--- config.mk ---
export PLATFORM = sky130hd
export DESIGN_NAME = latch_bank_ctrl_flat
export DESIGN_NICKNAME = d
export VERILOG_FILES = /design/src/rtl/latch_bank_ctrl_pkg.sv /design/src/rtl/latch_bank_ctrl_if.sv /design/src/rtl/latch_bank_ctrl_word_reg.sv /design/src/rtl/latch_bank_ctrl.sv /design/src/flat_wrapper.sv
export SDC_FILE = /design/constraint.sdc
export NUM_CORES = 1
export LEC_CHECK = 0
export BUFFER_PORTS_ARGS = -buffer_cell sky130_fd_sc_hd__clkbuf_2
export CAP_MARGIN = 20
export CELL_PAD_IN_SITES_DETAIL_PLACEMENT = 0
export CELL_PAD_IN_SITES_GLOBAL_PLACEMENT = 1
export CORE_MARGIN = 10
export CORE_UTILIZATION = 23
export CTS_CLUSTER_DIAMETER = 50
export DETAILED_ROUTE_END_ITERATION = 16
export PLACE_DENSITY_LB_ADDON = 0.1
export SYNTH_ARGS = -nofsm -noshare
export SYNTH_HDL_FRONTEND = slang
export SYNTH_SLANG_ARGS = --single-unit
--- constraint.sdc ---
create_clock -name clk -period 3.5 [get_ports clk]
set_clock_uncertainty 0.2 [all_clocks]
set_input_delay 0.175 -clock clk [delete_from_list [all_inputs] [get_ports clk]]
set_output_delay 0.175 -clock clk [all_outputs]
set_load 0.02 [all_outputs]
--- src/rtl/latch_bank_ctrl_pkg.sv ---
// rtl/latch_bank_ctrl_pkg.sv - shared state encodings, default sizes and arbitration helper
`ifndef LATCH_BANK_CTRL_PKG_SV
`define LATCH_BANK_CTRL_PKG_SV
package latch_bank_ctrl_pkg;

   localparam int DATA_W_DEF = 8;
   localparam int ADDR_W_DEF = 2;

   typedef enum logic [1:0] {
      ST_IDLE   = 2'b00,
      ST_GRANT  = 2'b01,
      ST_ACCESS = 2'b10,
      ST_ACK    = 2'b11
   } state_e;

   // Returns the winning requester index; on a tie the one not granted last wins.
   function automatic logic pick_winner(input logic req0, input logic req1, input logic last);
      if (req0 && req1) begin
         return ~last;
      end
      return ~req0;
   endfunction

endpackage
`endif

--- src/rtl/latch_bank_ctrl_if.sv ---
// rtl/latch_bank_ctrl_if.sv - two-requester req/gnt/ack bus with master and slave views
interface latch_bank_ctrl_if
   import latch_bank_ctrl_pkg::*;
#(
   parameter int DATA_W = DATA_W_DEF,
   parameter int ADDR_W = ADDR_W_DEF
) ();

   logic              req0;
   logic              req1;
   logic              we0;
   logic              we1;
   logic [ADDR_W-1:0] addr0;
   logic [ADDR_W-1:0] addr1;
   logic [DATA_W-1:0] wdata0;
   logic [DATA_W-1:0] wdata1;
   logic              gnt0;
   logic              gnt1;
   logic              ack;
   logic [DATA_W-1:0] rdata;
   logic              busy;

   modport master (
      output req0, req1, we0, we1, addr0, addr1, wdata0, wdata1,
      input  gnt0, gnt1, ack, rdata, busy
   );

   modport slave (
      input  req0, req1, we0, we1, addr0, addr1, wdata0, wdata1,
      output gnt0, gnt1, ack, rdata, busy
   );

endinterface

--- src/rtl/latch_bank_ctrl_word_reg.sv ---
// rtl/latch_bank_ctrl_word_reg.sv - one storage word with load-enable mux and async clear
module word_reg
   import latch_bank_ctrl_pkg::*;
#(
   parameter int DATA_W = DATA_W_DEF
) (
   input  logic              clk,
   input  logic              rst_n,
   input  logic              load,
   input  logic [DATA_W-1:0] din,
   output logic [DATA_W-1:0] dout
);

   logic [DATA_W-1:0] data_q;
   logic [DATA_W-1:0] data_d;

   always_comb begin
      data_d = data_q;
      if (load) begin
         data_d = din;
      end
   end

   always_ff @(posedge clk or negedge rst_n) begin
      if (!rst_n) begin
         data_q <= '0;
      end else begin
         data_q <= data_d;
      end
   end

   assign dout = data_q;

endmodule

--- src/rtl/latch_bank_ctrl.sv ---
// rtl/latch_bank_ctrl.sv - arbitrated two-port controller for a flip-flop word bank
// RR_ARB_EN: defined = round-robin tie-break, undefined = requester 0 always wins a tie.
module latch_bank_ctrl
   import latch_bank_ctrl_pkg::*;
#(
   parameter int DATA_W = DATA_W_DEF,
   parameter int ADDR_W = ADDR_W_DEF
) (
   input  logic          clk,
   input  logic          rst_n,
   latch_bank_ctrl_if.slave bus
);

   localparam int DEPTH = 2**ADDR_W;

   state_e            state_q;
   state_e            state_d;
   logic              win_q;
   logic              win_d;
   logic              lat_we_q;
   logic              lat_we_d;
   logic [ADDR_W-1:0] lat_addr_q;
   logic [ADDR_W-1:0] lat_addr_d;
   logic [DATA_W-1:0] lat_wdata_q;
   logic [DATA_W-1:0] lat_wdata_d;
   logic [DATA_W-1:0] rdata_q;
   logic [DATA_W-1:0] rdata_d;

   logic              any_req;
   logic              accept;
   logic              arb_win;
   logic              last_ptr;
   logic [DEPTH-1:0]  word_load;
   logic [DATA_W-1:0] word_dout [DEPTH];

   assign any_req = bus.req0 | bus.req1;
   assign accept  = (state_q == ST_IDLE) && any_req;

`ifdef RR_ARB_EN
   logic last_q;
   logic last_d;

   always_comb begin
      last_d = last_q;
      if (accept) begin
         last_d = arb_win;
      end
   end

   // Pointer resets to requester 1 so requester 0 takes the first tie.
   always_ff @(posedge clk or negedge rst_n) begin
      if (!rst_n) begin
         last_q <= 1'b1;
      end else begin
         last_q <= last_d;
      end
   end

   assign last_ptr = last_q;
`else
   assign last_ptr = 1'b1;
`endif

   assign arb_win = pick_winner(bus.req0, bus.req1, last_ptr);

   always_ff @(posedge clk or negedge rst_n) begin
      if (!rst_n) begin
         state_q <= ST_IDLE;
      end else begin
         state_q <= state_d;
      end
   end

   always_comb begin
      state_d = state_q;
      case (state_q)
         ST_IDLE:   if (any_req) state_d = ST_GRANT;
         ST_GRANT:  state_d = ST_ACCESS;
         ST_ACCESS: state_d = ST_ACK;
         ST_ACK:    state_d = ST_IDLE;
         default:   state_d = ST_IDLE;
      endcase
   end

   always_comb begin
      bus.gnt0  = (state_q != ST_IDLE) && !win_q;
      bus.gnt1  = (state_q != ST_IDLE) && win_q;
      bus.ack   = (state_q == ST_ACK);
      bus.busy  = (state_q != ST_IDLE);
      bus.rdata = rdata_q;
   end

   // Payload is captured only when a request is accepted; later input changes are ignored.
   always_comb begin
      win_d       = win_q;
      lat_we_d    = lat_we_q;
      lat_addr_d  = lat_addr_q;
      lat_wdata_d = lat_wdata_q;
      if (accept) begin
         win_d       = arb_win;
         lat_we_d    = arb_win ? bus.we1    : bus.we0;
         lat_addr_d  = arb_win ? bus.addr1  : bus.addr0;
         lat_wdata_d = arb_win ? bus.wdata1 : bus.wdata0;
      end
   end

   always_comb begin
      word_load = '0;
      if ((state_q == ST_GRANT) && lat_we_q) begin
         word_load[lat_addr_q] = 1'b1;
      end
   end

   always_comb begin
      rdata_d = rdata_q;
      if (state_q == ST_ACCESS) begin
         rdata_d = word_dout[lat_addr_q];
      end
   end

   always_ff @(posedge clk or negedge rst_n) begin
      if (!rst_n) begin
         win_q       <= 1'b0;
         lat_we_q    <= 1'b0;
         lat_addr_q  <= '0;
         lat_wdata_q <= '0;
         rdata_q     <= '0;
      end else begin
         win_q       <= win_d;
         lat_we_q    <= lat_we_d;
         lat_addr_q  <= lat_addr_d;
         lat_wdata_q <= lat_wdata_d;
         rdata_q     <= rdata_d;
      end
   end

   for (genvar i = 0; i < DEPTH; i++) begin : g_word
      word_reg #(
         .DATA_W (DATA_W)
      ) u_word (
         .clk   (clk),
         .rst_n (rst_n),
         .load  (word_load[i]),
         .din   (lat_wdata_q),
         .dout  (word_dout[i])
      );
   end

endmodule

--- src/flat_wrapper.sv ---
// flat-port wrapper written by rule: the top's interface ports become plain ports
module latch_bank_ctrl_flat import latch_bank_ctrl_pkg::*;
#(
   parameter int DATA_W = DATA_W_DEF,
   parameter int ADDR_W = ADDR_W_DEF
)
  (clk, rst_n, bus_req0, bus_req1, bus_we0, bus_we1, bus_addr0, bus_addr1, bus_wdata0, bus_wdata1, bus_gnt0, bus_gnt1, bus_ack, bus_rdata, bus_busy);
  latch_bank_ctrl_if #(.DATA_W(DATA_W), .ADDR_W(ADDR_W)) bus_i ();
  input  logic clk;
  input  logic rst_n;
  input wire logic [$bits(bus_i.req0)-1:0] bus_req0;
  input wire logic [$bits(bus_i.req1)-1:0] bus_req1;
  input wire logic [$bits(bus_i.we0)-1:0] bus_we0;
  input wire logic [$bits(bus_i.we1)-1:0] bus_we1;
  input wire logic [$bits(bus_i.addr0)-1:0] bus_addr0;
  input wire logic [$bits(bus_i.addr1)-1:0] bus_addr1;
  input wire logic [$bits(bus_i.wdata0)-1:0] bus_wdata0;
  input wire logic [$bits(bus_i.wdata1)-1:0] bus_wdata1;
  output wire logic [$bits(bus_i.gnt0)-1:0] bus_gnt0;
  output wire logic [$bits(bus_i.gnt1)-1:0] bus_gnt1;
  output wire logic [$bits(bus_i.ack)-1:0] bus_ack;
  output wire logic [$bits(bus_i.rdata)-1:0] bus_rdata;
  output wire logic [$bits(bus_i.busy)-1:0] bus_busy;
  assign bus_i.req0 = bus_req0;
  assign bus_i.req1 = bus_req1;
  assign bus_i.we0 = bus_we0;
  assign bus_i.we1 = bus_we1;
  assign bus_i.addr0 = bus_addr0;
  assign bus_i.addr1 = bus_addr1;
  assign bus_i.wdata0 = bus_wdata0;
  assign bus_i.wdata1 = bus_wdata1;
  assign bus_gnt0 = bus_i.gnt0;
  assign bus_gnt1 = bus_i.gnt1;
  assign bus_ack = bus_i.ack;
  assign bus_rdata = bus_i.rdata;
  assign bus_busy = bus_i.busy;
  latch_bank_ctrl #(.DATA_W(DATA_W), .ADDR_W(ADDR_W)) u_core (.clk(clk), .rst_n(rst_n), .bus(bus_i));
endmodule
==> results, run 1 <==
- The run finished with clean final reports.
- The tightest min-delay check is of the input port to flop type.
- The post-CTS clock slew at the launch and capture registers of the worst setup and hold paths is 100 ps.
- The cell with the largest stage delay on the worst path is sky130_fd_sc_hd__dfrtp_1.
- Measured on the finished design, the core utilization comes to 27.6%.
- The post-detailed-placement cell area is 2810 µm².
- Of all flip-flops after synthesis, the portion carrying an async set or reset was 100%.
- The share of total power dissipated in the clock network is 16.3%.
- Counting I/O delays and the setup requirement, the final critical path takes 2140 ps.
- The startpoint identified for the worst hold timing path is bus_wdata0[1].
- The floorplan has 38 rows.
- The top-area cell type share of the netlist area is 54.0%.
- In this design, the largest share of critical-path delay is due to flip-flops.
- The synthesized-area fraction occupied by adder cells is 2.50%.
- The Yosys warning count is 0.
- Dividing the detail-routed wire length by the instance count gives 16.9 µm.
- The maximum clock rate is 468 MHz.
- The data arrival at the endpoint of the critical path is 2130 ps.
- The repair_antennas step left the layout with diodes totalling 0.
- The post-synthesis instance total is 170.
- For this run, the register share of the synthesized area comes to 54.0%.
- After detailed routing, the number of vias per cell comes to 4.22.
- The synthesized netlist devotes 0% of its cell area to XOR and XNOR gates.
- The worst slew margin relative to its limit is 43.5%.
- The initial DRC count is 40.
- The tool flagged a number of max-cap violations equal to 0.
- Sorting the synthesized cells by area gives the leading types as sky130_fd_sc_hd__dfrtp_1, sky130_fd_sc_hd__mux2_2, sky130_fd_sc_hd__mux2i_1.
- In the synthesized netlist, the cells that appear most often are sky130_fd_sc_hd__mux2_2, sky130_fd_sc_hd__dfrtp_1, sky130_fd_sc_hd__mux2i_1.
- For the pin with the worst max-slew slack, the measured transition is 847 ps.
- The synthesized net count is 201.
- For this run, the post-layout net count is 242.
- IR analysis of the VDD net gives a maximum drop of 0.000289 V.
- STA classifies the critical path endpoint as a flop.
- The number of remaining DRC errors is 0.
- By area, the combinational part of the netlist is dominated by multiplexers.
- The die covers 15500 µm².
- The part of the power in registers is 45.4%.
- The count of pins over their slew limit is 0.
- In the post-synthesis netlist, the cell with the most instances is sky130_fd_sc_hd__mux2_2.
- The post-synthesis area per instance is 14.7 µm².
- The cell area after synthesis is 2500 µm².
- The HPWL after detailed placement is 4040 µm.
- The compound-gate portion of the synthesized area is 3.15%.
- The worst endpoint required time is 3500 ps.
- Measured along the y axis, the die boundary spans 124 µm.
- At the later pin of the worst-skew pair, clock insertion delay measures 300 ps.
- Entering global routing, the biggest net connects 30 pins.
- The starting density of the core is 23.3%.
- Compared with the post-synthesis result, the final layout area differs by 18.6%.
- The critical path class is flop to flop.
- For this run, the detailed router's first-pass iteration total came to 4.
- Along the worst path, the maximum fanout reaches 13.
- The finished cells cover 2970 µm².
- Setup violations remaining at the end of the flow were counted as 0.
- The first global-routing pass estimated 9650 µm of wire.
- The combinational fraction of design power is 38.2%.
- The cell chosen for the clock root is sky130_fd_sc_hd__clkbuf_8.
- The clock tree from TritonCTS is built.
- The signal on the critical path passes through buf_16, and4bb_1, mux2_2.
- After synthesis the netlist holds a flip-flop and latch count of 54.
- The startpoint of the most critical setup path is u_core.lat_addr_q[1].
- The cell-internal power is 1.66 mW.
- After Yosys synthesis, and, or, nand and nor cells account for 5.55% of the synthesized area.
- The maximum clock insertion buffer count is 2.
- Routability-driven placement finished with a final weighted congestion of 0.669.
- 38 I/O pins were placed.
- Among all flip-flop cells after synthesis, the most frequent one is sky130_fd_sc_hd__dfrtp_1.
- Synthesis instantiated 17 different standard cells from the library.
- The worst register-to-register path begins at u_core.lat_addr_q[1].
- sky130_fd_sc_hd__dfrtp_1 takes more of the synthesized area than any other cell.
- Counting the buffers created by CTS gives 5.
- The tree built by TritonCTS fans out to 54 sinks.
- The leftover overflow at the end of global routing is 0.
- The chip width is 124 µm.
- The switching portion of total power is 35.3%.
- In the final layout, the share of cells above drive strength 1 is 49.5%.
- Measured against the total synthesized area, the mux share comes to 32.0%.
- CTS built an H-tree with a depth of 2.
- The number of buffers and inverters on the critical path is 1.
- Setup total negative slack on the finished layout was measured at 0 ps.
- The net switching power is 909 µW.
- In the global route stage, overall resource usage came out at 7.84%.
- Setup repair after global routing left no endpoint under its margin.
- The core footprint is 10700 µm².
- The via count of the first global-routing pass came to 1678.
- The number of I/O port buffers is 37.
- The initial antenna violation count was 0.
- The worst path uses 61.1% of the clock period.
- The detail route stage leaves a number of antenna-violating nets equal to 0.
- The number of endpoints with negative hold slack in the final report is 0.
- The biggest cell delay along the critical path is 610 ps.
- The via count of the routed design is 1484.
- The total power density per cell area is 867 nW/µm².
- The leakage power is 1.38 nW.
- STA classifies the critical path startpoint as a flop.
- The synthesized design contains 0 enable-type register cells.
- The routed wire length is 5940 µm.
-- cells in the final DEF (no fill, tap or decap), drive strengths merged --
cell | netlist | routed
and4bb | 1 | 1
buf | 5 | 2
bufinv | 0 | 1
clkbuf | 2 | 44
dfrtp | 54 | 54
dlygate4sd3 | 0 | 2
ha | 5 | 5
inv | 4 | 4
mux2 | 55 | 55
mux2i | 18 | 18
nand2 | 1 | 1
nand2b | 9 | 9
nand4 | 1 | 1
nand4b | 2 | 2
nor2 | 3 | 3
nor3b | 1 | 1
o21ai | 1 | 1
o221ai | 8 | 8
-- state kept, by name, summed over array words and instances (netlist names) --
register and count:
u_core.state_q 2, u_core.lat_wdata_q 8, u_core.g_word.u_word.dout 32, u_core.bus.rdata 8, u_core.win_q 1, u_core.lat_addr_q 2
u_core.lat_we_q 1
-- metrics by stage --
stage / power (mW) / worst slack, ps / std cells / hold WS (ps)
floorplan: 1.86 / 1800 / 170 / -321
global placement: 2.16 / 1020 / 341 / 69.1
detailed placement: 2.16 / 1000 / 341 / 61.8
CTS: 2.59 / 974 / 351 / 15.8
global route: 2.77 / 1260 / 352 / 15.3
finish: 2.57 / 1360 / 352 / 22.8
-- worst reg2reg max path, delay by kind of cell, from the launching register on --
family | cells | cell delay, ps
DFF | 1 | 610
and+or+nand+nor | 1 | 560
muxes | 1 | 390
buffers and inverters | 1 | 270
-- area by class of cell --
type                    count  area, µm²
multi-input cells         105       1080
inverters                   4       15.0
clock inverters             1       30.0
repair buffers             41        240
well taps                 140        175
clock buffers               7       76.3
fillers                  1153       7780
flip-flops and latches     54       1350
-- routing by layer --
layer  track usage [%]  vias up  routed length [µm]
li1                  -      703                   -
met1              10.2      748                2890
met3              1.91        8                 188
met4              2.26        0                  68
met5                 0        -                   0
met2              12.6       25                2790
-- worst paths after layout --
path,to,slack [ps],depth (start not counted)
worst min register to register,u_core.bus.rdata[5],300,2
worst max-delay path,u_core.g_word[0].u_word.dout[7],1360,3
worst min-delay path,u_core.lat_wdata_q[1],20,3
min in group asynchronous,u_core.lat_addr_q[0],240,2
max in group asynchronous,u_core.g_word[3].u_word.dout[0],2000,3
worst max register to register,u_core.g_word[0].u_word.dout[7],1360,3
-- timing repair --
action | in CTS | in global routing
hold endpoints to repair | 26 | 0
hold buffers | 2 | 0
resized for setup | 0 | 0
buffers inserted | 0 | 0
-- cells by family after synthesis --
logic type               count (synthesis)
adder cells (fa/ha/maj)                  5
AND/OR/NAND/NOR                         18
AO/OA/AOI/OAI                            9
buffers and inverters                   11
flip-flops                              54
multiplexers                            73
-- power groups by stage --
stage          combinational [mW]  clock, mW  sequential, mW
6_report                    0.984      0.421            1.17
5_1_grt                      1.08      0.468            1.22
4_1_cts                     0.947      0.437            1.20
3_5_place_dp                0.938          0            1.22
3_3_place_gp                0.935          0            1.22
2_1_floorplan               0.734          0            1.13
Note: power is estimated with default switching activity, not from simulation.
==> run 2, diff against run 1 <==
==> constraint.sdc (replaced) <==
create_clock -name clk -period 2.1 [get_ports clk]
set_clock_uncertainty 0.2 [all_clocks]
set_input_delay 0.105 -clock clk [delete_from_list [all_inputs] [get_ports clk]]
set_output_delay 0.105 -clock clk [all_outputs]
set_load 0.02 [all_outputs]
==> run 2 against run 1 <==
Net effect: via count rose by 8.8%; wire length rose by 4.4%; cell count rose by 9.1%; cell area rose by 9.2%; highest routed layer unchanged; hold slack improved by 43 ps; core utilization rose by 2.5 points.
==> results, run 2 (synthesized netlist as in run 1, its figures left out) <==
- The flow ran to the end, and the final reports show no timing, DRC or antenna violations.
- Leaving out fill and tap cells, the most frequent cells in the layout are sky130_fd_sc_hd__mux2_2, sky130_fd_sc_hd__dfrtp_1, sky130_fd_sc_hd__clkbuf_2.
- The via count of the first global-routing pass was 1818 (+8.3%).
- The placed instance count is 352 (+3.2%).
- The flip-flop count of the largest register, all copies and words added came to 32 (unchanged).
- The number of nets with antenna violations after routing is 0 (unchanged).
- The maximum number of pins on one net before global-route repair is 40 (+33%).
- The post-detailed-route via-to-cell ratio is 4.20 (-0.30%).
- The maximum level of the CTS H-tree is 2 (unchanged).
- The global placer's final weighted congestion is 0.665 (-0.58%).
- The summed area of non-filler cells in the final layout is 3240 µm² (+9.2%).
- The ratio of cells with drive above 1 in the final layout was 47.5% (-2.0 points).
- The worst hold path belongs to the class input port to asynchronous set/reset pin.
- From synthesis to final layout, the design area changed by 29.5%.
- The aggregate global-route resource usage is 8.39% (+0.55 points).
- The number of setup violations in the final report came to 0 (unchanged).
- The final worst slack came to 193 ps (-1170 ps).
- The later-pin clock latency in the skew report is 300 ps (about the same).
- The worst endpoint required time is 2100 ps (-1400 ps).
- The post-detailed-placement cell area is 2910 µm² (+3.4%).
- The total number of nets in the final design is 274 (+13%).
- The post-layout utilization of the core came to 30.2% (+2.5 points).
- The count of pins over their slew limit is 0 (unchanged).
- The critical-path maximum fanout is 8 (-5).
- The slew at the pin with the worst max-slew slack was 853 ps (+6.55 ps).
- The worst voltage drop across the vdd grid is 0.000347 V (+20%).
- The HPWL after detailed placement was 4210 µm (+4.4%).
- The number of remaining DRC errors is 0 (unchanged).
- The total power is 4.25 mW (+65%).
- Setup repair after global routing left no endpoint under its margin.
- The post-route non-filler standard cell count came to 384 (+9.1%).
- The maximum clock insertion buffer count was 2 (unchanged).
- The number of placement rows came to 38 (unchanged).
- The global-route wire length before repair came to 10400 µm (+8.1%).
- The vertical extent of the die is 124 µm (unchanged).
- The critical path startpoint category is a flop.
- The summed negative setup slack over all endpoints is 0 ps (unchanged).
- The routed wire length is 6200 µm (+4.4%).
- The pre-CTS setup slack is 160 ps (-841 ps).
- The area of the die came to 15500 µm² (unchanged).
- The final critical path time including I/O delays and setup is 1910 ps (-229 ps).
- TritonCTS built the clock tree.
- The maximum clock rate is 524 MHz (+12%).
- The worst hold slack after final layout is 65.8 ps (+43.0 ps).
- The boundary pin count is 38 (unchanged).
- The leftover overflow at the end of global routing came to 0 (unchanged).
- The data arrival at the endpoint of the critical path came to 1900 ps (-230 ps).
- The initial antenna violation count is 0 (unchanged).
- The starting density of the core is 23.3% (unchanged).
- The initial DRC count is 28 (-30%).
- The chip width is 124 µm (unchanged).
- The number of inserted diodes is 0 (unchanged).
- The number of I/O port buffers came to 37 (unchanged).
- The worst slew margin relative to its limit is 43.1% (-0.44 points).
- The portion of the clock cycle consumed by the worst path in the final layout is 90.8% (+30 points).
- The count of filler cells inserted in the layout is 1124 (-2.5%).
- The total iterations of the first detailed-routing run was 4 (unchanged).
- The number of buffers inserted by post-CTS setup repair is 0 (unchanged).
- The total power density per cell area is 1310 nW/µm² (+51%).
- The number of maximum-capacitance constraint violations was 0 (unchanged).
- The number of clock sinks seen by CTS is 54 (unchanged).
- The core footprint is 10700 µm² (unchanged).
- The post-CTS clock slew at the launch and capture registers of the worst setup and hold paths is 100 ps (about the same).
- The critical path class is flop to flop.
- The cell chosen for the clock root is sky130_fd_sc_hd__clkbuf_8.
- The routed length per instance is 16.1 µm (-4.3%).
- The number of endpoints with negative hold slack in the final report is 0 (unchanged).
- The number of buffers created by CTS is 5 (unchanged).
- The via count of the routed design is 1614 (+8.8%).
- The leading cell type in the layout, fill and taps excluded is sky130_fd_sc_hd__mux2_2.
- The leakage power was 1.51 nW (+9.4%).
- The critical path capture point type is a flop.
[run 2: cell types whose count changed in the layout (fill, tap and decap cells not counted)]
cell | previous run | this run
sky130_fd_sc_hd__clkbuf_1 | 2 | 1
sky130_fd_sc_hd__dlygate4sd3_1 | 2 | 24
sky130_fd_sc_hd__buf_12 | 0 | 1
sky130_fd_sc_hd__clkbuf_8 | 5 | 6
sky130_fd_sc_hd__clkinv_2 | 0 | 1
sky130_fd_sc_hd__buf_4 | 1 | 11
sky130_fd_sc_hd__bufinv_16 | 1 | 0
sky130_fd_sc_hd__buf_16 | 1 | 0
[run 2: repair_timing]
item / CTS / global route
hold buffers: 24 / 0
endpoints found under the hold margin: 66 / 0
resized for setup: 0 / 0
[run 2: worst paths after layout]
kind / start / to / slack, ps / cells past startpoint
worst max-delay path: u_core.state_q[1] / u_core.g_word[2].u_word.dout[3] / 190 / 4
worst min-delay path: rst_n / u_core.bus.rdata[6] / 70 / 2
worst max register to register: u_core.state_q[1] / u_core.g_word[2].u_word.dout[3] / 190 / 4
worst min register to register: u_core.bus.rdata[7] / u_core.bus.rdata[7] / 300 / 2
max in group asynchronous: rst_n / u_core.bus.rdata[2] / 1060 / 3
min in group clk: bus_req0 / u_core.win_q / 90 / 3
[run 2: layout make-up]
type,count,area [µm²],share of cell area [%]
well taps,140,175,5.41
flip-flops and latches,54,1350,41.7
inverters,4,15.0,0.463
clock buffers,7,86.3,2.66
clock inverters,1,5.00,0.154
multi-input cells,105,1080,33.3
repair buffers,73,528,16.3
[run 2: where the power goes]
part	switching (mW)	leakage, nW	total [mW]	internal, mW
registers	0.367	0.666	1.91	1.54
logic	0.792	0.795	1.73	0.943
clock network	0.344	0.0482	0.612	0.267
[run 2: worst max-delay path: stages, from the launching register on]
cell and delay (ps):
sky130_fd_sc_hd__dfrtp_1 420, sky130_fd_sc_hd__inv_1 110, sky130_fd_sc_hd__ha_1 260, sky130_fd_sc_hd__nand4b_2 400, sky130_fd_sc_hd__mux2_2 410
[run 2: routing by layer]
layer / GRT usage (%) / part of all wire, % / vias up
met1: 10.8 / 47 / 820
met2: 13.5 / 49 / 24
met3: 2.13 / 3.1 / 6
met4: 2.47 / 1.0 / 0
met5: 0 / 0 / -
li1: - / - / 764
==> run 3, diff against run 2 <==
--- a/config.mk
+++ b/config.mk
@@ -10,9 +10,10 @@
 export CELL_PAD_IN_SITES_DETAIL_PLACEMENT = 0
 export CELL_PAD_IN_SITES_GLOBAL_PLACEMENT = 1
 export CORE_MARGIN = 10
-export CORE_UTILIZATION = 23
+export CORE_UTILIZATION = 46
 export CTS_CLUSTER_DIAMETER = 50
 export DETAILED_ROUTE_END_ITERATION = 16
+export GPL_TIMING_DRIVEN = 0
 export PLACE_DENSITY_LB_ADDON = 0.1
 export SYNTH_ARGS = -nofsm -noshare
 export SYNTH_HDL_FRONTEND = slang
==> run 3 against run 2 <==
Net effect: setup slack improved by 30 ps; first-iteration DRC count grew 82%; largest cell class unchanged; critical path type unchanged; highest routed layer unchanged; largest power group unchanged; maximum frequency increased by 1.6%; register-to-register slack better by 30 ps; clock power is 2% lower; cell area decreased by 3.5%; critical path depth up 1; sequential share of layout area grew 1.5 points; non-clock buffer count shrank 4.
==> results, run 3 (synthesized netlist as in run 1, its figures left out) <==
- The number of I/O port buffers is 37 (unchanged).
- The worst setup path is launched from a flop.
- The routed length per instance is 17.5 µm (+8.1%).
- The core footprint came to 5200 µm² (-52%).
- Traced cell by cell, the critical path runs through inv_1, ha_1, and4bb_1, buf_6, mux2_2.
- The critical path is of the flop to flop type.
- The maximum clock insertion buffer count was 2 (unchanged).
- The number of placement rows came to 26 (-32%).
- The worst setup path is captured at a flop.
- The initial DRC count is 51 (+82%).
- The post-layout utilization of the core is 60.1% (+30 points).
- The relative area change from synthesis to final layout is 25.0%.
- The leftover overflow at the end of global routing is 0 (unchanged).
- The biggest cell delay along the critical path is 420 ps (about the same).
- The pre-CTS setup slack came to 25.7 ps (-134 ps).
- The cell class contributing the biggest share of worst-path delay is flip-flops.
- The slew at the pin with the worst max-slew slack is 667 ps (-186 ps).
- The slowest stage of the critical path is the sky130_fd_sc_hd__dfrtp_1 cell.
- The number of nets with antenna violations after routing is 0 (unchanged).
- The number of endpoints with negative hold slack in the final report is 0 (unchanged).
- The chip width came to 93.8 µm (-25%).
- The global-route wire length before repair was 8730 µm (-16%).
- The portion of the clock cycle consumed by the worst path in the final layout is 89.4% (-1.4 points).
- The boundary pin count is 38 (unchanged).
- The number of setup violations in the final report was 0 (unchanged).
- The flip-flop count of the largest register, all copies and words added came to 32 (unchanged).
- The number of cells on the critical path was 5 (+1).
- The worst hold path belongs to the class input port to flop.
- The aggregate global-route resource usage is 12.8% (+4.4 points).
- The final critical path time including I/O delays and setup came to 1880 ps (-30.2 ps).
- The area occupied by multi-input gates is 1080 µm² (unchanged).
- The total power density per cell area is 1340 nW/µm² (+2.1%).
- The top cell types in the final layout, fill and taps aside, are sky130_fd_sc_hd__mux2_2, sky130_fd_sc_hd__dfrtp_1, sky130_fd_sc_hd__clkbuf_2.
- The via count of the first global-routing pass is 1729 (-4.9%).
- The sequential standard cell area is 1350 µm² (unchanged).
- The number of inserted diodes is 0 (unchanged).
- The number of clock sinks seen by CTS is 54 (unchanged).
- The data arrival at the endpoint of the critical path is 1870 ps (-30 ps).
- Leaving out fill and tap cells, the most frequent cell in the layout is sky130_fd_sc_hd__mux2_2.
- The HPWL after detailed placement is 3660 µm (-13%).
- The routed wire length is 5410 µm (-13%).
- The number of maximum-capacitance constraint violations is 0 (unchanged).
- The initial antenna violation count was 0 (unchanged).
- The flow ran to the end, and the final reports show no timing, DRC or antenna violations.
- The global placer's final weighted congestion is 0.677 (+1.8%).
- The maximum clock rate was 533 MHz (+1.6%).
- The via count of the routed design is 1616 (+0.12%).
- The total iterations of the first detailed-routing run is 4 (unchanged).
- The worst voltage drop across the vdd grid is 0.000625 V (+80%).
- The path with the worst hold slack has its endpoint at u_core.win_q.
- The vertical extent of the die came to 93.8 µm (-25%).
- The leakage power is 1.49 nW (-1.2%).
- The post-detailed-route via-to-cell ratio was 5.21 (+24%).
- The maximum level of the CTS H-tree is 2 (unchanged).
- Along the worst hold path, the cell count comes to 3.
- The starting density of the core came to 48.1% (+25 points).
- The total number of nets in the final design came to 270 (-1.5%).
- The number of buffers and inverters on the critical path is 2 (+1).
- The worst endpoint required time is 2090 ps (about the same).
- The final worst slack is 223 ps (+30.2 ps).
- The summed negative setup slack over all endpoints came to 0 ps (unchanged).
- The source of the worst register-to-register timing path is u_core.state_q[1].
- The count of filler cells inserted in the layout is 434 (-61%).
- The worst slew margin relative to its limit is 55.5% (+12 points).
- The ratio of cells with drive above 1 in the final layout came to 46.3% (-1.3 points).
- The endpoint of the worst-slack reg-to-reg timing path is u_core.g_word[0].u_word.dout[4].
- The later-pin clock latency in the skew report came to 300 ps (about the same).
- The post-CTS clock slew at the launch and capture registers of the worst setup and hold paths is 100 ps (about the same).
- The number of buffers created by CTS is 5 (unchanged).
- The cell chosen for the clock root is sky130_fd_sc_hd__clkbuf_8.
- The flop-to-flop setup slack was 220 ps (+30 ps).
- The critical hold path startpoint is bus_req0.
- The maximum number of pins on one net before global-route repair is 30 (-25%).
- The worst hold slack after final layout is 81.2 ps (+15.3 ps).
- The count of cells along the worst register-to-register path is 5 (+1).
- The critical-path maximum fanout is 8 (unchanged).
- TritonCTS built the clock tree.
- Setup repair after global routing left no endpoint under its margin.
- The count of pins over their slew limit came to 0 (unchanged).
- The number of remaining DRC errors came to 0 (unchanged).
- The area of the die was 8790 µm² (-43%).
-- run 3: changes by cell type in the layout (fill, tap and decap cells not counted) --
cell                       delta
sky130_fd_sc_hd__buf_4        -9
sky130_fd_sc_hd__buf_6        +3
sky130_fd_sc_hd__clkbuf_1     +1
sky130_fd_sc_hd__clkbuf_2     +1
-- run 3: how the worst max path moves through the flow --
| stage | end | from |
|---|---|---|
| global route | u_core.bus.rdata[6] | u_core.state_q[0] |
| global placement | u_core.bus.rdata[7] | u_core.state_q[0] |
| detailed placement | u_core.bus.rdata[5] | u_core.state_q[0] |
| finish | u_core.g_word[0].u_word.dout[4] | u_core.state_q[1] |
| CTS | u_core.g_word[0].u_word.dout[4] | u_core.state_q[1] |
| floorplan | u_core.g_word[0].u_word.dout[0] | u_core.state_q[1] |
-- run 3: cell type report --
type,instances,area share (%)
Sequential cell,54,43.2
Tap cell,70,2.80
Clock buffer,7,2.76
Clock inverter,1,0.160
Multi-Input combinational cell,105,34.5
Inverter,4,0.480
Timing Repair Buffer,62,14.2
Buffer,7,1.84
-- run 3: report_power, final --
| part | total, mW | switching [mW] | internal [mW] |
|---|---|---|---|
| sequential | 1.87 | 0.332 | 1.54 |
| clock | 0.597 | 0.330 | 0.267 |
| combinational | 1.72 | 0.810 | 0.911 |
| total | 4.19 | 1.47 | 2.72 |
-- run 3: worst min-delay path: stages --
cell and delay (ps):
sky130_fd_sc_hd__clkbuf_2 160, sky130_fd_sc_hd__buf_6 200, sky130_fd_sc_hd__mux2i_1 80
-- run 3: per-layer routing --
| layer | part of all wire, % | up-vias | wire length [µm] | GRT usage [%] |
|---|---|---|---|---|
| li1 | - | 759 | - | - |
| met1 | 43 | 816 | 2310 | 15.0 |
| met2 | 52 | 36 | 2790 | 22.4 |
| met3 | 4.9 | 5 | 264 | 3.52 |
| met4 | 0.94 | 0 | 51 | 3.04 |
| met5 | 0 | - | 0 | 0 |
-- run 3: repair_timing --
item | 4_1_cts | 5_1_grt
buffers inserted | 0 | 0
hold buffers | 24 | 0
setup endpoints to repair | 1 | 0
endpoints found under the hold margin | 37 | 0
gates resized for setup | 1 | 0
-- run 3: per-stage QoR --
| stage | total power, mW | area, µm² | std cells |
|---|---|---|---|
| floorplan | 3.10 | 2500 | 170 |
| global placement | 3.50 | 2780 | 277 |
| detailed placement | 3.61 | 2800 | 278 |
| CTS | 4.24 | 3130 | 310 |
| global route | 4.49 | 3130 | 310 |
| finish | 4.19 | 3130 | 310 |
